$ cat config.mk
export PLATFORM = sky130hd
export DESIGN_NAME = trace_trigger_sequencer
export DESIGN_NICKNAME = d
export VERILOG_FILES = /design/src/rtl/trace_seq_pkg.sv /design/src/rtl/trace_event_fifo.sv /design/src/rtl/trace_trigger_sequencer.sv
export SDC_FILE = /design/constraint.sdc
export NUM_CORES = 1
export LEC_CHECK = 0
export CAP_MARGIN = 20
export CORE_MARGIN = 5
export CORE_UTILIZATION = 30
export DETAILED_ROUTE_END_ITERATION = 6
export PLACE_DENSITY = 0.52
export RECOVER_POWER = 50
export SETUP_SLACK_MARGIN = 0.05
export SLEW_MARGIN = 20
export SYNTH_ARGS = -nofsm -noshare
export SYNTH_HDL_FRONTEND = slang
export SYNTH_SLANG_ARGS = --single-unit
$ cat constraint.sdc
create_clock -name trace_clk -period 16 [get_ports trace_clk]
set_clock_uncertainty 0.1 [all_clocks]
set_input_delay 1.6 -clock trace_clk [delete_from_list [all_inputs] [get_ports trace_clk]]
set_output_delay 1.6 -clock trace_clk [all_outputs]
set_load 0.05 [all_outputs]
$ cat src/rtl/trace_seq_pkg.sv
// Shared definitions for the trace trigger sequencer.
//   state_e      : sequencer state encodings (IDLE/ARMED/DONE)
//   RULE_ID_W    : width of the rule id field in an event record
//   SOFT_RULE_ID : rule id logged for software-generated triggers
//   evt_width()  : width of one {rule_id, timestamp} event record
package trace_seq_pkg;

  typedef enum logic [1:0] {
    ST_IDLE  = 2'd0,
    ST_ARMED = 2'd1,
    ST_DONE  = 2'd2
  } state_e;

  localparam int RULE_ID_W = 8;
  localparam logic [RULE_ID_W-1:0] SOFT_RULE_ID = 8'hFF;

  function automatic int evt_width(input int ts_width);
    return RULE_ID_W + ts_width;
  endfunction

endpackage

$ cat src/rtl/trace_event_fifo.sv
// Synchronous show-ahead FIFO for trace events.
//   trace_clk/resetn : clock, async active-low reset
//   push/push_data   : write strobe and data
//   pop              : read strobe (ignored while empty)
//   rd_data          : head entry, zero while empty
//   empty/full       : occupancy flags
//   drop             : push rejected because full with no pop this cycle
// A push while full succeeds when a pop happens in the same cycle.
module trace_event_fifo
  import trace_seq_pkg::*;
#(
  parameter int pWIDTH = 64,
  parameter int pDEPTH = 16
) (
  input  logic              trace_clk,
  input  logic              resetn,
  input  logic              push,
  input  logic [pWIDTH-1:0] push_data,
  input  logic              pop,
  output logic [pWIDTH-1:0] rd_data,
  output logic              empty,
  output logic              full,
  output logic              drop
);

  localparam int AW = $clog2(pDEPTH);
  localparam logic [AW:0] PTR_ONE = {{AW{1'b0}}, 1'b1};

  logic [pWIDTH-1:0] mem_q [pDEPTH];
  logic [AW:0] wr_ptr_q, wr_ptr_d;
  logic [AW:0] rd_ptr_q, rd_ptr_d;
  logic wr_en, rd_en;

  // Pointers carry one extra wrap bit to tell full from empty.
  assign empty = (wr_ptr_q == rd_ptr_q);
  assign full  = (wr_ptr_q[AW] != rd_ptr_q[AW]) &&
                 (wr_ptr_q[AW-1:0] == rd_ptr_q[AW-1:0]);

  always_comb begin
    rd_en    = pop & ~empty;
    wr_en    = push & (~full | rd_en);
    drop     = push & full & ~rd_en;
    wr_ptr_d = wr_en ? wr_ptr_q + PTR_ONE : wr_ptr_q;
    rd_ptr_d = rd_en ? rd_ptr_q + PTR_ONE : rd_ptr_q;
    rd_data  = empty ? '0 : mem_q[rd_ptr_q[AW-1:0]];
  end

  always_ff @(posedge trace_clk or negedge resetn) begin
    if (!resetn) begin
      wr_ptr_q <= '0;
      rd_ptr_q <= '0;
    end else begin
      wr_ptr_q <= wr_ptr_d;
      rd_ptr_q <= rd_ptr_d;
    end
  end

  always_ff @(posedge trace_clk) begin
    if (wr_en) mem_q[wr_ptr_q[AW-1:0]] <= push_data;
  end

endmodule

$ cat src/rtl/trace_trigger_sequencer.sv
// Trace trigger sequencer: arms on command, timestamps enabled rule matches
// relative to arm, drives trig_out (pulse or toggle) and logs events to a
// show-ahead FIFO drained by the register block.
//   trace_clk, resetn          : clock, async active-low reset
//   I_match                    : per-rule match strobes
//   I_rule_enable/I_trig_enable: rule logging / trigger masks
//   I_trig_toggle              : 1 toggle mode, 0 pulse mode
//   I_capture_mode             : 1 continuous, 0 single shot
//   I_arm/I_disarm             : command strobes (disarm wins)
//   I_fifo_rd/I_clear_overflow : FIFO pop / sticky overflow clear
//   O_trig_out, O_armed, O_state, O_fifo_data/empty/overflow : status
// Optional TRACE_SOFT_TRIG_EN adds I_soft_trig/I_soft_trig_enable, a
// software trigger logged with rule id 8'hFF when no rule hits.
//
// state    | meaning
// IDLE  0  | waiting for arm, timestamp held
// ARMED 1  | timestamp running, matches logged and triggering
// DONE  2  | single-shot trigger seen, timestamp held
module trace_trigger_sequencer
  import trace_seq_pkg::*;
#(
  parameter int pRULES        = 8,
  parameter int pTS_WIDTH     = 56,
  parameter int pFIFO_DEPTH   = 16,
  parameter int pPULSE_CYCLES = 4
) (
  input  logic                              trace_clk,
  input  logic                              resetn,
  input  logic [pRULES-1:0]                 I_match,
  input  logic [pRULES-1:0]                 I_rule_enable,
  input  logic [pRULES-1:0]                 I_trig_enable,
  input  logic                              I_trig_toggle,
  input  logic                              I_capture_mode,
  input  logic                              I_arm,
  input  logic                              I_disarm,
  input  logic                              I_fifo_rd,
  input  logic                              I_clear_overflow,
`ifdef TRACE_SOFT_TRIG_EN
  input  logic                              I_soft_trig,
  input  logic                              I_soft_trig_enable,
`endif
  output logic                              O_trig_out,
  output logic                              O_armed,
  output logic [1:0]                        O_state,
  output logic [evt_width(pTS_WIDTH)-1:0]   O_fifo_data,
  output logic                              O_fifo_empty,
  output logic                              O_fifo_overflow
);

  localparam int EVT_W = evt_width(pTS_WIDTH);
  localparam logic [pTS_WIDTH-1:0] TS_ONE = {{(pTS_WIDTH-1){1'b0}}, 1'b1};
  localparam logic [7:0] PULSE_LOAD = 8'(pPULSE_CYCLES);

  state_e state_q, state_d;
  logic [pTS_WIDTH-1:0] ts_q, ts_d;
  logic [7:0] cnt_q, cnt_d;
  logic trig_q, trig_d;
  logic ovf_q, ovf_d;

  logic armed, arm_take;
  logic [pRULES-1:0] hit;
  logic [RULE_ID_W-1:0] hit_id, evt_id;
  logic trig_fire, evt_push;
  logic fifo_full, fifo_drop;

  assign armed    = (state_q == ST_ARMED);
  assign arm_take = I_arm & ~I_disarm;

  always_ff @(posedge trace_clk or negedge resetn) begin
    if (!resetn) state_q <= ST_IDLE;
    else         state_q <= state_d;
  end

  always_comb begin
    state_d = state_q;
    if (I_disarm)
      state_d = ST_IDLE;
    else if (I_arm)
      state_d = ST_ARMED;
    else if (armed && trig_fire && !I_capture_mode)
      state_d = ST_DONE;
  end

  always_comb begin
    O_armed = armed;
    O_state = state_q;
  end

  // Lowest-index hit wins the single FIFO slot for the cycle.
  always_comb begin
    hit    = armed ? (I_match & I_rule_enable) : '0;
    hit_id = '0;
    for (int i = pRULES - 1; i >= 0; i--) begin
      if (hit[i]) hit_id = RULE_ID_W'(i);
    end
    trig_fire = |(hit & I_trig_enable);
    evt_push  = |hit;
    evt_id    = hit_id;
`ifdef TRACE_SOFT_TRIG_EN
    if (armed && I_soft_trig && I_soft_trig_enable) begin
      trig_fire = 1'b1;
      evt_push  = 1'b1;
      if (~|hit) evt_id = SOFT_RULE_ID;
    end
`endif
  end

  always_comb begin
    ts_d = ts_q;
    if (arm_take)
      ts_d = '0;
    else if (armed && !(&ts_q))
      ts_d = ts_q + TS_ONE;
  end

  // Pulse counter runs independently of state so disarm/re-arm never cut a
  // pulse short; a mode change only takes effect on the next trigger.
  always_comb begin
    trig_d = trig_q;
    cnt_d  = cnt_q;
    if (cnt_q != 8'd0) begin
      cnt_d = cnt_q - 8'd1;
      if (cnt_q == 8'd1) trig_d = 1'b0;
    end
    if (trig_fire) begin
      if (I_trig_toggle) begin
        trig_d = ~trig_q;
        cnt_d  = 8'd0;
      end else begin
        trig_d = 1'b1;
        cnt_d  = PULSE_LOAD;
      end
    end
  end

  always_comb begin
    ovf_d = ovf_q;
    if (I_clear_overflow) ovf_d = 1'b0;
    if (fifo_drop)        ovf_d = 1'b1;
  end

  always_ff @(posedge trace_clk or negedge resetn) begin
    if (!resetn) begin
      ts_q   <= '0;
      cnt_q  <= '0;
      trig_q <= 1'b0;
      ovf_q  <= 1'b0;
    end else begin
      ts_q   <= ts_d;
      cnt_q  <= cnt_d;
      trig_q <= trig_d;
      ovf_q  <= ovf_d;
    end
  end

  assign O_trig_out      = trig_q;
  assign O_fifo_overflow = ovf_q;

  trace_event_fifo #(
    .pWIDTH (EVT_W),
    .pDEPTH (pFIFO_DEPTH)
  ) u_fifo (
    .trace_clk (trace_clk),
    .resetn    (resetn),
    .push      (evt_push),
    .push_data ({evt_id, ts_q}),
    .pop       (I_fifo_rd),
    .rd_data   (O_fifo_data),
    .empty     (O_fifo_empty),
    .full      (fifo_full),
    .drop      (fifo_drop)
  );

endmodule

# Word-level counts from Yosys, hierarchy flattened
# Memories as Yosys holds them, arrays and structs flattened.
# Cells that the tools add are included.
[word_totals]
reg_bits = 78
latch_bits = 0
mem_bits_rw = 1024
mem_bits_ro = 0
in_bits = 32
out_inout_bits = 70
elab_cells = 72
n_memories = 1
[memory_table]
columns = ["memory", "words", "word_bits", "read_ports", "rd_clocked_by_memory_dff", "wr", "line", "rtl"]
rows = [
  ["u_fifo.mem_q", 16, 64, 1, 0, 1, "trace_event_fifo.sv:29", "logic [pWIDTH-1:0] mem_q [pDEPTH];"],
]
[op_classes]
addsub = 4
multipliers = 0
div_mod_pow = 0
order_cmp = 0
n_eq_ne = 5
shifts = 0
n_mux = 26
bitwise_logic = 13
n_reduce_logical = 16
[ops]
columns = ["operator", "n"]
rows = [
  ["$mux W56", 2],
  ["$mux W8", 10],
  ["$mux W64", 1],
  ["$add A56 B1 Y56 const B", 1],
  ["$reduce_and A56 Y1", 1],
  ["$and A8 B8 Y8", 2],
  ["$reduce_or A8 Y1", 2],
  ["$add A5 B1 Y5 const B", 2],
  ["$eq A8 B1 Y1 const B", 1],
  ["$mux W1", 8],
  ["$reduce_bool A2 Y1", 4],
  ["$reduce_bool A8 Y1", 1],
  ["$sub A8 B1 Y8 const B", 1],
  ["$mux W2", 3],
  ["$mux W3", 2],
  ["$and A1 B1 Y1", 5],
  ["$eq A5 B5 Y1", 1],
  ["$not A1 Y1", 5],
  ["$eq A4 B4 Y1", 1],
  ["$logic_and A1 B1 Y1", 4],
  ["$reduce_bool A3 Y1", 1],
  ["$eq A2 B1 Y1 const B", 1],
  ["$logic_not A1 Y1", 2],
  ["$reduce_and A2 Y1", 1],
  ["2 further kinds", 2],
]

# Depth between registers and ports, before layout
# Gate-level depths: netlist (run 1).
[logic_depth]
word_depth = 10
ltp_mapped = 10
mapped_depth_nobuf = 7

# By module
# From an unflattened synthesis (run 1), not the netlist that was laid out.
[hier_totals]
hier_cells = 2119
hier_area_um2 = 43486.7
[by_module_without_submodules]
columns = ["mod", "instances", "cells_per_inst", "area_per_inst_um2", "seq_area_each_um2"]
rows = [
  ["trace_event_fifo", 1, 1641, 39050.0, 30999.7],
  ["trace_trigger_sequencer", 1, 478, 4436.8, 1701.6],
]

# Worst setup path before layout (run 1)
# OpenSTA, ideal clock, no wires.
[synth_path]
path_type = "input to register"
from = "input I_match[2]"
to = "memory u_fifo.mem_q[3][0], enable pin"
setup_ns = 0.548
arrival_ns = 6.414
required_ns = 15.352
setup_slack_ns = 8.937
path_stages = 6
path_buffers = 1
cell_sequence = "nand2_1 -> a41oi_1 -> o32a_1 -> buf_2 -> nand2_1 -> nor3_1"
[synth_via]
elab_chain_len = 6
[synth_lines]
columns = ["item", "line", "rtl"]
rows = [
  ["start, declared", "trace_trigger_sequencer.sv:29", "input logic [pRULES-1:0] I_match,"],
  ["$and A8 B8 Y8", "trace_trigger_sequencer.sv:91", "hit = armed ? (I_match & I_rule_enable) : '0;"],
  ["$mux W8", "trace_trigger_sequencer.sv:91", ""],
  ["$reduce_or A8 Y1", "trace_trigger_sequencer.sv:97", "evt_push = |hit;"],
  ["$and A1 B1 Y1", "trace_event_fifo.sv:41", "wr_en = push & (~full | rd_en);"],
  ["$mux W1", "trace_event_fifo.sv:59", "if (wr_en) mem_q[wr_ptr_q[AW-1:0]] <= push_data;"],
  ["$mux W1 (implied by the code)", "trace_event_fifo.sv:59", ""],
  ["end, declared", "trace_event_fifo.sv:29", ""],
]
# Every way passes these cells.

# Worst setup path after layout (run 1)
[layout_path]
from = "register u_fifo.rd_ptr_q[1]"
to = "output O_fifo_data[16]"
[layout_via]
elab_chain_len = 2
elab_cells_between_ends = 3
cone_classes = "1 x eq/ne; 1 x mux; 1 x memory"
[layout_lines]
columns = ["item", "line", "rtl"]
rows = [
  ["start, declared", "trace_event_fifo.sv:31", "logic [AW:0] rd_ptr_q, rd_ptr_d;"],
  ["start signal, assigned", "trace_event_fifo.sv:54", "rd_ptr_q <= rd_ptr_d;"],
  ["$mem_v2 Z16 W64 / $eq A5 B5 Y1 (equally long branches)", "-", ""],
  ["$mux W64 *", "trace_event_fifo.sv:45", "rd_data = empty ? '0 : mem_q[rd_ptr_q[AW-1:0]];"],
  ["end, declared", "trace_trigger_sequencer.sv:45", "output logic [evt_width(pTS_WIDTH)-1:0] O_fifo_data,"],
]
# Every way passes the cells marked *; elsewhere a longest branch is shown, timed or not.

==> flow_summary.json, run 1 <==
{
  "grt_pass1_vias": 20900,
  "vias": 19400,
  "die_w_um": 376.8,
  "fin_nets": 2073,
  "yosys.area_share.xor_xnor_pct": 0.6942,
  "fin_crit_sh_pct": 45.07,
  "area_growth_pct": 16.17,
  "yosys.area_share.simple_pct": 4.168,
  "finalSetupTns_ps": 0,
  "holdCritPathClass": "register to register",
  "drtAntennaViolNets": 0,
  "rows": 134,
  "slew_headroom_pct": -155.8,
  "synthTopCellsByArea": "edfxtp_1 (70%), mux4_2 (16%), dfrtp_1 (4.8%)",
  "fin_cells": 3887,
  "synth_top_family_by_area": "multiplexers",
  "criticalPathCategory": "register to primary output",
  "synth_compound_area_share_pct": 1.987,
  "wl_um": 99560,
  "crit_fanout": 72,
  "crit_buf_inv": 3,
  "synth_commonest_cells": "edfxtp_1 (944), mux4_2 (295), dfrtp_1 (78), nor2b_1 (63), clkbuf_1 (60)",
  "gr-total-overflow": 0,
  "grt_pass1_wl_um": 145400,
  "htree_levels": 3,
  "ys_ff_latch": 1022,
  "insertion_delay_ps": 680,
  "clk_pin_slew_worst_paths_ps": 60,
  "power_density_nw_per_um2": 183.1,
  "routedWlPerCell_um": 25.61,
  "netlist.area_leader.share_pct": 70.22,
  "cts_hold_buf": 0,
  "core_area_um2": 133600,
  "synth_cells": 1889,
  "end_kind": "primary output",
  "dieHeight_um": 376.8,
  "dr.pass1.iters": 5,
  "start_kind": "register",
  "drive_above_1_share_pct": 24.79,
  "cts.repair.resized": 0,
  "finalCriticalPeriod_ps": 7211,
  "synth_top_cell_by_area": "edfxtp_1",
  "yosysWarnings": 0,
  "p_leak_nw": 14.98,
  "crit_start": "u_fifo.rd_ptr_q[1]",
  "syn_area_um2": 40370,
  "violations": "max-capacitance violations, max-slew violations",
  "numClockSinks": 1022,
  "hp-start": "u_fifo.wr_ptr_q[4]",
  "grt_usage_pct": 13.99,
  "synth_adder_area_share_pct": 0.2789,
  "drt_iter0_drc": 1713,
  "grt_setup_unrepaired": "no",
  "gp_congestion": 0.7165,
  "numCtsBuffers": 102,
  "path_cells": "buf_4 > buf_4 > mux4_2 > mux4_2 > nor2b_1 > clkdlybuf4s50_1",
  "drc_errors": 0,
  "final_util_pct": 35.10,
  "crit_family": "buffers and inverters",
  "cts_tree": "built",
  "grt_max_degree": 113,
  "outcome": "finished with violations",
  "worstMarginPinSlew_ps": 3837,
  "crit_path_max_incr_delay_ps": 960,
  "routed_via_density": 4.990,
  "maxSlewViolCount": 65,
  "synth_ff_type": "edfxtp_1",
  "hpwlAfterDp_um": 53480,
  "async_reset_ff_share_pct": 7.632,
  "post-synth-top-count-cell": "edfxtp_1",
  "die_area_um2": 142000,
  "synthMuxAreaShare_pct": 16.51,
  "dp.cells": 3695,
  "crit_required_ps": 14300,
  "cap_viol_max_count": 1,
  "start_util_pct": 30.21,
  "power.total_mw": 8.589,
  "ios": 102,
  "antenna_found_initial": 5,
  "cp_slowest_cell": "buf_4",
  "port_buffers": 96,
  "synth.distinct_cells": 63,
  "critPathArrivalTime_ps": 5510,
  "clockBufferDepth": 3,
  "hold_viol": 0,
  "post-cts-setup-buffer-count": 0,
  "ir_drop_v": 0.0001618,
  "avgSynthCellArea_um2": 21.37,
  "max_freq_ghz": 0.1387,
  "reg2reg_from": "O_state[1]",
  "setup_viol": 0,
  "clockRootBuffer": "clkbuf_16",
  "synth-edff-count": 944,
  "yosysSeqAreaShare_pct": 75.05
}
logic make-up (layout without fill, tap and decap cells):
kind of cell | after synthesis | in the layout
buffers and inverters | 116 | 341
and+or+nand+nor | 292 | 292
AOI/OAI and AO/OA | 120 | 120
other | 1 | 6
adders and majority gates | 9 | 9
DFF | 1022 | 1022
muxes | 297 | 297
xor gates and xnor gates | 32 | 32
final timing paths:
path / endpoint / slack, ps / depth (start not counted)
max in group asynchronous: u_fifo.rd_ptr_q[2] / 9940 / 2
setup / recovery: O_fifo_data[16] / 8790 / 6
setup reg to reg: u_fifo.mem_q[12][27] / 11440 / 6
hold reg to reg: u_fifo.wr_ptr_q[4] / 390 / 1
hold / removal: u_fifo.wr_ptr_q[4] / 390 / 1
min in group asynchronous: O_state[1] / 1100 / 1
worst reg2reg max path: stages (launching register included):
cell      delay (ps)
dfrtp_1          400
nand2b_1         570
a41oi_1          550
o32a_1           460
nand2_1          310
nor2_4           900
buf_4            840
per-layer routing:
layer	global-route usage, %	wire length [um]	vias up	part of all wire, %
met3	2.155	4462	142	4.5
met1	18.14	41860	10550	42
met2	24.11	50360	514	51
met5	0	0	-	0
li1	-	-	8187	-
met4	4.747	2870	0	2.9
state kept, by name, indices dropped and copies added (netlist names):
signal,count
u_fifo.wr_ptr_q,5
ts_q,56
O_trig_out,1
cnt_q,8
O_state,2
O_fifo_overflow,1
u_fifo.rd_ptr_q,5
u_fifo.mem_q,944
through the flow:
step	area, um^2	hold slack (ps)	setup slack [ps]
3_5_place_dp	43550	382.5	9285
3_3_place_gp	43550	376.3	9316
2_1_floorplan	40390	361.7	8937
6_report	46900	388.7	8789
5_1_grt	46900	427.6	8503
4_1_cts	46930	389.9	8555
cell type report:
cell class                 instances  area (um^2)
fill                           12270        86730
sequential                      1022        30310
multi-input combinational        755         9634
clock buffer                     124         2686
tap                             1768         2212
timing repair buffer             140         1314
clock inverter                    66        694.4
inverter                          11        41.29
antenna                            1        2.502
cell usage in the layout, fill, tap and decap left out, types with 10 or more instances in the layout:
master           instances
clkbuf_16              103
and3_1                  13
or4_1                   17
or3_1                   19
o31ai_1                 13
clkdlybuf4s50_1         92
xor2_1                  17
mux4_2                 295
a21oi_1                 37
nand2_1                 54
xnor2_1                 15
nor2_1                  39
o21ai_0                 23
nor2b_1                 61
edfxtp_1               944
clkbuf_1                21
clkinv_1                20
dfrtp_1                 74
nand3_1                 23
nor2_4                  12
clkinv_2                23
inv_1                   10
buf_4                   39
bufinv_16               12
where the power goes:
| part | total, mW | internal [mW] | switching (mW) | leakage, nW |
|---|---|---|---|---|
| clock | 2.40 | 1.39 | 1.01 | 1.65 |
| sequential | 3.29 | 3.12 | 0.171 | 9.84 |
| combinational | 2.90 | 1.23 | 1.67 | 3.49 |
Note: power is estimated with default switching activity, not from simulation.
==> inputs of run 2 (changes only) <==
==> constraint.sdc (replaced) <==
create_clock -name trace_clk -period 7.07 [get_ports trace_clk]
set_clock_uncertainty 0.1 [all_clocks]
set_input_delay 0.707 -clock trace_clk [delete_from_list [all_inputs] [get_ports trace_clk]]
set_output_delay 0.707 -clock trace_clk [all_outputs]
set_load 0.05 [all_outputs]
==> flow_summary.json, run 2 (same netlist as run 1, synthesis figures left out) <==
{
  "grt_usage_pct": 13.84,
  "setup_viol": 0,
  "criticalPathCategory": "register to primary output",
  "holdPathEnd": "u_fifo.wr_ptr_q[4]",
  "finalCriticalPeriod_ps": 5280,
  "rows": 134,
  "holdPathStages": 1,
  "start_kind": "register",
  "drtAntennaViolNets": 0,
  "max_freq_ghz": 0.1894,
  "dieHeight_um": 376.8,
  "top_usage_layer": "met2",
  "switching_power_mw": 6.417,
  "p_seq_share_pct": 38.6,
  "holdCritPathClass": "register to register",
  "clkPwrFrac_pct": 27.5,
  "grt_pass1_vias": 20560,
  "clockBufferDepth": 3,
  "crit_family": "buffers and inverters",
  "worstMarginPinSlew_ps": 1271,
  "vias": 19340,
  "fin_cells": 3886,
  "grt_use_met2_pct": 24.83,
  "largest_reg_flops": 944,
  "antenna_found_initial": 7,
  "die_w_um": 376.8,
  "reg2reg_depth": 7,
  "drive_above_1_share_pct": 24.14,
  "numClockSinks": 1022,
  "hpwlAfterDp_um": 52490,
  "ir_drop_v": 0.0002425,
  "crit_fanout": 53,
  "drc_errors": 0,
  "power_density_nw_per_um2": 411.4,
  "slew_headroom_pct": 15.07,
  "finalWorstSetupSlack_ps": 1790,
  "numCtsBuffers": 104,
  "crit_required_ps": 6260,
  "ios": 102,
  "dp.cells": 3691,
  "final_common_cell": "edfxtp_1",
  "clk_pin_slew_worst_paths_ps": 60,
  "port_buffers": 96,
  "insertion_delay_ps": 660,
  "place_area_um2": 43690,
  "hp-start": "u_fifo.wr_ptr_q[4]",
  "hold_viol": 0,
  "fin_nets": 2071,
  "area_growth_pct": 16.23,
  "gr-total-overflow": 0,
  "outcome": "completed",
  "clockRootBuffer": "clkbuf_16",
  "crit_path_max_incr_delay_ps": 920,
  "reg2reg_from": "ts_q[41]",
  "cap_viol_max_count": 0,
  "p_leak_nw": 14.93,
  "post-cts-setup-buffer-count": 0,
  "pre_cts_ws_ps": 2381,
  "crit_buf_inv": 2,
  "grt_pass1_wl_um": 143700,
  "grt_max_degree": 86,
  "wl_um": 98740,
  "path_cells": "buf_4 > mux4_2 > mux4_2 > nor2b_1 > clkdlybuf4s50_1",
  "fin_crit_sh_pct": 74.68,
  "r2r_setup_slack_ps": 2540,
  "gp_congestion": 0.7433,
  "maxSlewViolCount": 0,
  "cts_tree": "built",
  "grt_setup_unrepaired": "no",
  "routed_via_density": 4.976,
  "end_kind": "primary output",
  "htree_levels": 3,
  "start_util_pct": 30.21,
  "p_int_mw": 12.89,
  "reg2reg_to": "ts_q[6]",
  "cp_slowest_cell": "dfrtp_4",
  "grtUsageMet3_pct": 2.137,
  "die_area_um2": 142000,
  "critPathArrivalTime_ps": 4470,
  "crit_top_cell": "mux4_2",
  "comb_power_share_pct": 33.9,
  "post-route-cell-area_um2": 46920,
  "swShare_pct": 33.24,
  "core_area_um2": 133600,
  "mostFrequentLayoutCells": "edfxtp_1 (944), mux4_2 (295), clkbuf_16 (104)",
  "finalSetupTns_ps": 0,
  "use_met1_pct": 17.42,
  "routedWlPerCell_um": 25.41,
  "final_util_pct": 35.12,
  "dr.pass1.iters": 6,
  "drt_iter0_drc": 1759
}
run 2: power by group through the flow:
stage               Clock [mW]  Combinational (mW)  Sequential (mW)
detailed placement           0                6.75             7.59
CTS                       5.44                6.77             7.46
global placement             0                6.73             7.56
finish                    5.30                6.55             7.45
floorplan                    0                4.73             7.32
global route              5.69                6.97             7.50
run 2: timing repair:
item | in CTS | in global routing
hold buffers | 1 | 0
hold endpoints to repair | 12 | 0
gates resized for setup | 0 | 0
run 2: stage by stage:
stage	power (mW)	hold slack, ps
CTS	19.67	343.4
detailed placement	14.34	378.5
floorplan	12.05	311.4
global route	20.17	398.5
finish	19.31	388.4
global placement	14.29	377.4
run 2: how the worst max path moves through the flow:
stage,end,depth (start not counted),startpoint
after global placement,O_fifo_data[54],6,u_fifo.rd_ptr_q[2]
after floorplan,u_fifo.mem_q[3][0],7,O_state[1]
after CTS,O_fifo_data[54],6,u_fifo.rd_ptr_q[2]
final,O_fifo_data[55],5,u_fifo.rd_ptr_q[1]
after global routing,O_fifo_data[54],6,u_fifo.rd_ptr_q[2]
after detailed placement,O_fifo_data[47],6,u_fifo.rd_ptr_q[1]
run 2: area by class of cell:
cell class / count / area (um^2)
fillers: 12230 / 86700
flip-flops and latches: 1022 / 30310
multi-input cells: 755 / 9659
clock buffers: 135 / 2749
well taps: 1768 / 2212
repair buffers: 136 / 1418
clock inverters: 58 / 528.0
inverters: 11 / 41.29
diodes: 1 / 2.502
run 2: worst reg2reg max path: stages, from the launching register on:
cell	delay, ps
dfrtp_1	320
clkbuf_1	690
nand3_1	250
nor3_1	540
nand4_1	1030
o21ai_4	1080
o21ai_0	260
a21oi_1	170
run 2: layer usage:
layer	wire, um	up-vias	part of all wire [%]
met4	2357	2	2.4
met2	51770	549	52
met5	7	-	0.0071
li1	-	8176	-
met1	39860	10450	40
met3	4748	159	4.8
==> inputs of run 3 (changes only) <==
--- a/config.mk
+++ b/config.mk
@@ -9,7 +9,7 @@
 export CORE_MARGIN = 5
 export CORE_UTILIZATION = 30
 export DETAILED_ROUTE_END_ITERATION = 6
-export PLACE_DENSITY = 0.52
+export PLACE_DENSITY = 0.53
 export RECOVER_POWER = 50
 export SETUP_SLACK_MARGIN = 0.05
 export SLEW_MARGIN = 20
==> constraint.sdc (replaced) <==
create_clock -name trace_clk -period 4.7 [get_ports trace_clk]
set_clock_uncertainty 0.1 [all_clocks]
set_input_delay 0.47 -clock trace_clk [delete_from_list [all_inputs] [get_ports trace_clk]]
set_output_delay 0.47 -clock trace_clk [all_outputs]
set_load 0.05 [all_outputs]
==> flow_summary.json, run 3 (same netlist as run 1, synthesis figures left out) <==
{
  "outcome": "finished with violations",
  "violations": "max-capacitance violations, max-slew violations",
  "die_w_um": 376.8,
  "crit_top_cell": "mux4_2",
  "hpwlAfterDp_um": 52240,
  "final_common_cell": "edfxtp_1",
  "switching_power_mw": 9.609,
  "mostFrequentLayoutCells": "edfxtp_1 (944), mux4_2 (295), clkbuf_16 (103)",
  "grt_usage_pct": 13.80,
  "start_kind": "register",
  "grt_max_degree": 73,
  "max_freq_ghz": 0.2281,
  "place_area_um2": 43930,
  "cts_tree": "built",
  "pre_cts_ws_ps": 943.0,
  "insertion_delay_ps": 660,
  "criticalPathCategory": "register to primary output",
  "maxSlewViolCount": 27,
  "worstMarginPinSlew_ps": 1873,
  "area_growth_pct": 16.49,
  "drc_errors": 0,
  "p_leak_nw": 15.00,
  "drive_above_1_share_pct": 24.20,
  "wl_um": 98760,
  "die_area_um2": 142000,
  "rows": 134,
  "numClockSinks": 1022,
  "grt_pass1_vias": 20780,
  "clockRootBuffer": "clkbuf_16",
  "crit_fanout": 33,
  "finalWorstSetupSlack_ps": 315.3,
  "fin_cells": 3890,
  "core_area_um2": 133600,
  "vias": 19360,
  "htree_levels": 3,
  "grt_setup_unrepaired": "no",
  "clk_pin_slew_worst_paths_ps": 60,
  "path_cells": "buf_4 > mux4_2 > mux4_2 > nor2b_1 > clkdlybuf4s50_1",
  "cp_slowest_cell": "dfrtp_4",
  "fill_cells": 12310,
  "antenna_found_initial": 6,
  "final_util_pct": 35.19,
  "drtAntennaViolNets": 0,
  "dp.cells": 3703,
  "finalCriticalPeriod_ps": 4385,
  "largest_reg_flops": 944,
  "critPathArrivalTime_ps": 3810,
  "dieHeight_um": 376.8,
  "gr-total-overflow": 0,
  "grt_pass1_wl_um": 144400,
  "setup_viol": 0,
  "end_kind": "primary output",
  "clockBufferDepth": 3,
  "cap_viol_max_count": 1,
  "holdCritPathClass": "input pin to register",
  "crit_path_max_incr_delay_ps": 850,
  "swShare_pct": 33.18,
  "gp_congestion": 0.7241,
  "p_int_mw": 19.36,
  "fin_crit_sh_pct": 93.29,
  "routed_via_density": 4.978,
  "comb_power_share_pct": 34.9,
  "dr.pass1.iters": 5,
  "p_seq_share_pct": 38.2,
  "hold_viol": 0,
  "numCtsBuffers": 101,
  "finalSetupTns_ps": 0,
  "ir_drop_v": 0.0004903,
  "crit_required_ps": 4130,
  "routedWlPerCell_um": 25.39,
  "fin_nets": 2080,
  "crit_buf_inv": 2,
  "clkPwrFrac_pct": 26.9,
  "start_util_pct": 30.21,
  "port_buffers": 96,
  "post-route-cell-area_um2": 47030,
  "drt_iter0_drc": 1702,
  "ios": 102,
  "cts.repair.resized": 0,
  "power_density_nw_per_um2": 615.9,
  "slew_headroom_pct": -24.84,
  "crit_family": "buffers and inverters"
}
==> run 3: changes by cell type in the layout (fill, tap and decap cells not counted), moves of 2 or more <==
cell	previous run	this run
clkbuf_8	3	0
nor3_2	5	2
clkinvlp_4	8	4
clkinv_1	23	30
nor3_4	2	6
buf_12	14	24
clkbuf_1	33	23
nor2_1	40	42
buf_4	21	24
nor2_4	11	9
==> run 3: area by class of cell <==
class	instances	area, um^2	area share (%)
antenna	2	5.005	0.01064
clock buffer	123	2653	5.640
clock inverter	61	513.0	1.091
inverter	11	41.29	0.08780
multi-input combinational	755	9653	20.53
sequential	1022	30310	64.46
tap	1768	2212	4.704
timing repair buffer	148	1638	3.483
==> run 3: through the flow <==
step           total power [mW]  hold WS (ps)
2_1_floorplan             18.12         74.41
3_3_place_gp              21.62         337.0
3_5_place_dp              21.72         344.7
4_1_cts                   29.56         240.5
5_1_grt                   30.24         290.4
6_report                  28.96         297.4
==> run 3: power by group through the flow <==
stage / clock network (mW) / logic [mW] / registers, mW
2_1_floorplan: 0 / 7.13 / 11.0
3_3_place_gp: 0 / 10.4 / 11.2
3_5_place_dp: 0 / 10.4 / 11.3
4_1_cts: 8.00 / 10.5 / 11.1
5_1_grt: 8.38 / 10.7 / 11.1
6_report: 7.78 / 10.1 / 11.1
==> run 3: metal layers <==
layer	GRT usage, %	up-vias	wire (um)
li1	-	8201	-
met3	2.032	115	4236
met2	24.83	478	52110
met4	3.316	0	1868
met5	0	-	0
met1	17.61	10570	40540
==> run 3: final timing paths <==
| path | start | endpoint | slack (ps) | depth (start not counted) |
|---|---|---|---|---|
| worst min-delay path | I_clear_overflow | O_fifo_overflow | 300 | 2 |
| worst max register to register | ts_q[41] | ts_q[11] | 680 | 6 |
| min in group asynchronous | resetn | O_state[0] | 810 | 2 |
| worst max-delay path | u_fifo.rd_ptr_q[1] | O_fifo_data[2] | 320 | 5 |
| worst min register to register | u_fifo.wr_ptr_q[4] | u_fifo.wr_ptr_q[4] | 390 | 1 |
| max in group asynchronous | resetn | ts_q[7] | 1410 | 3 |
==> run 3: what timing repair did <==
item,4_1_cts,5_1_grt
hold buffers,1,0
endpoints found under the hold margin,25,0
buffers inserted,0,0
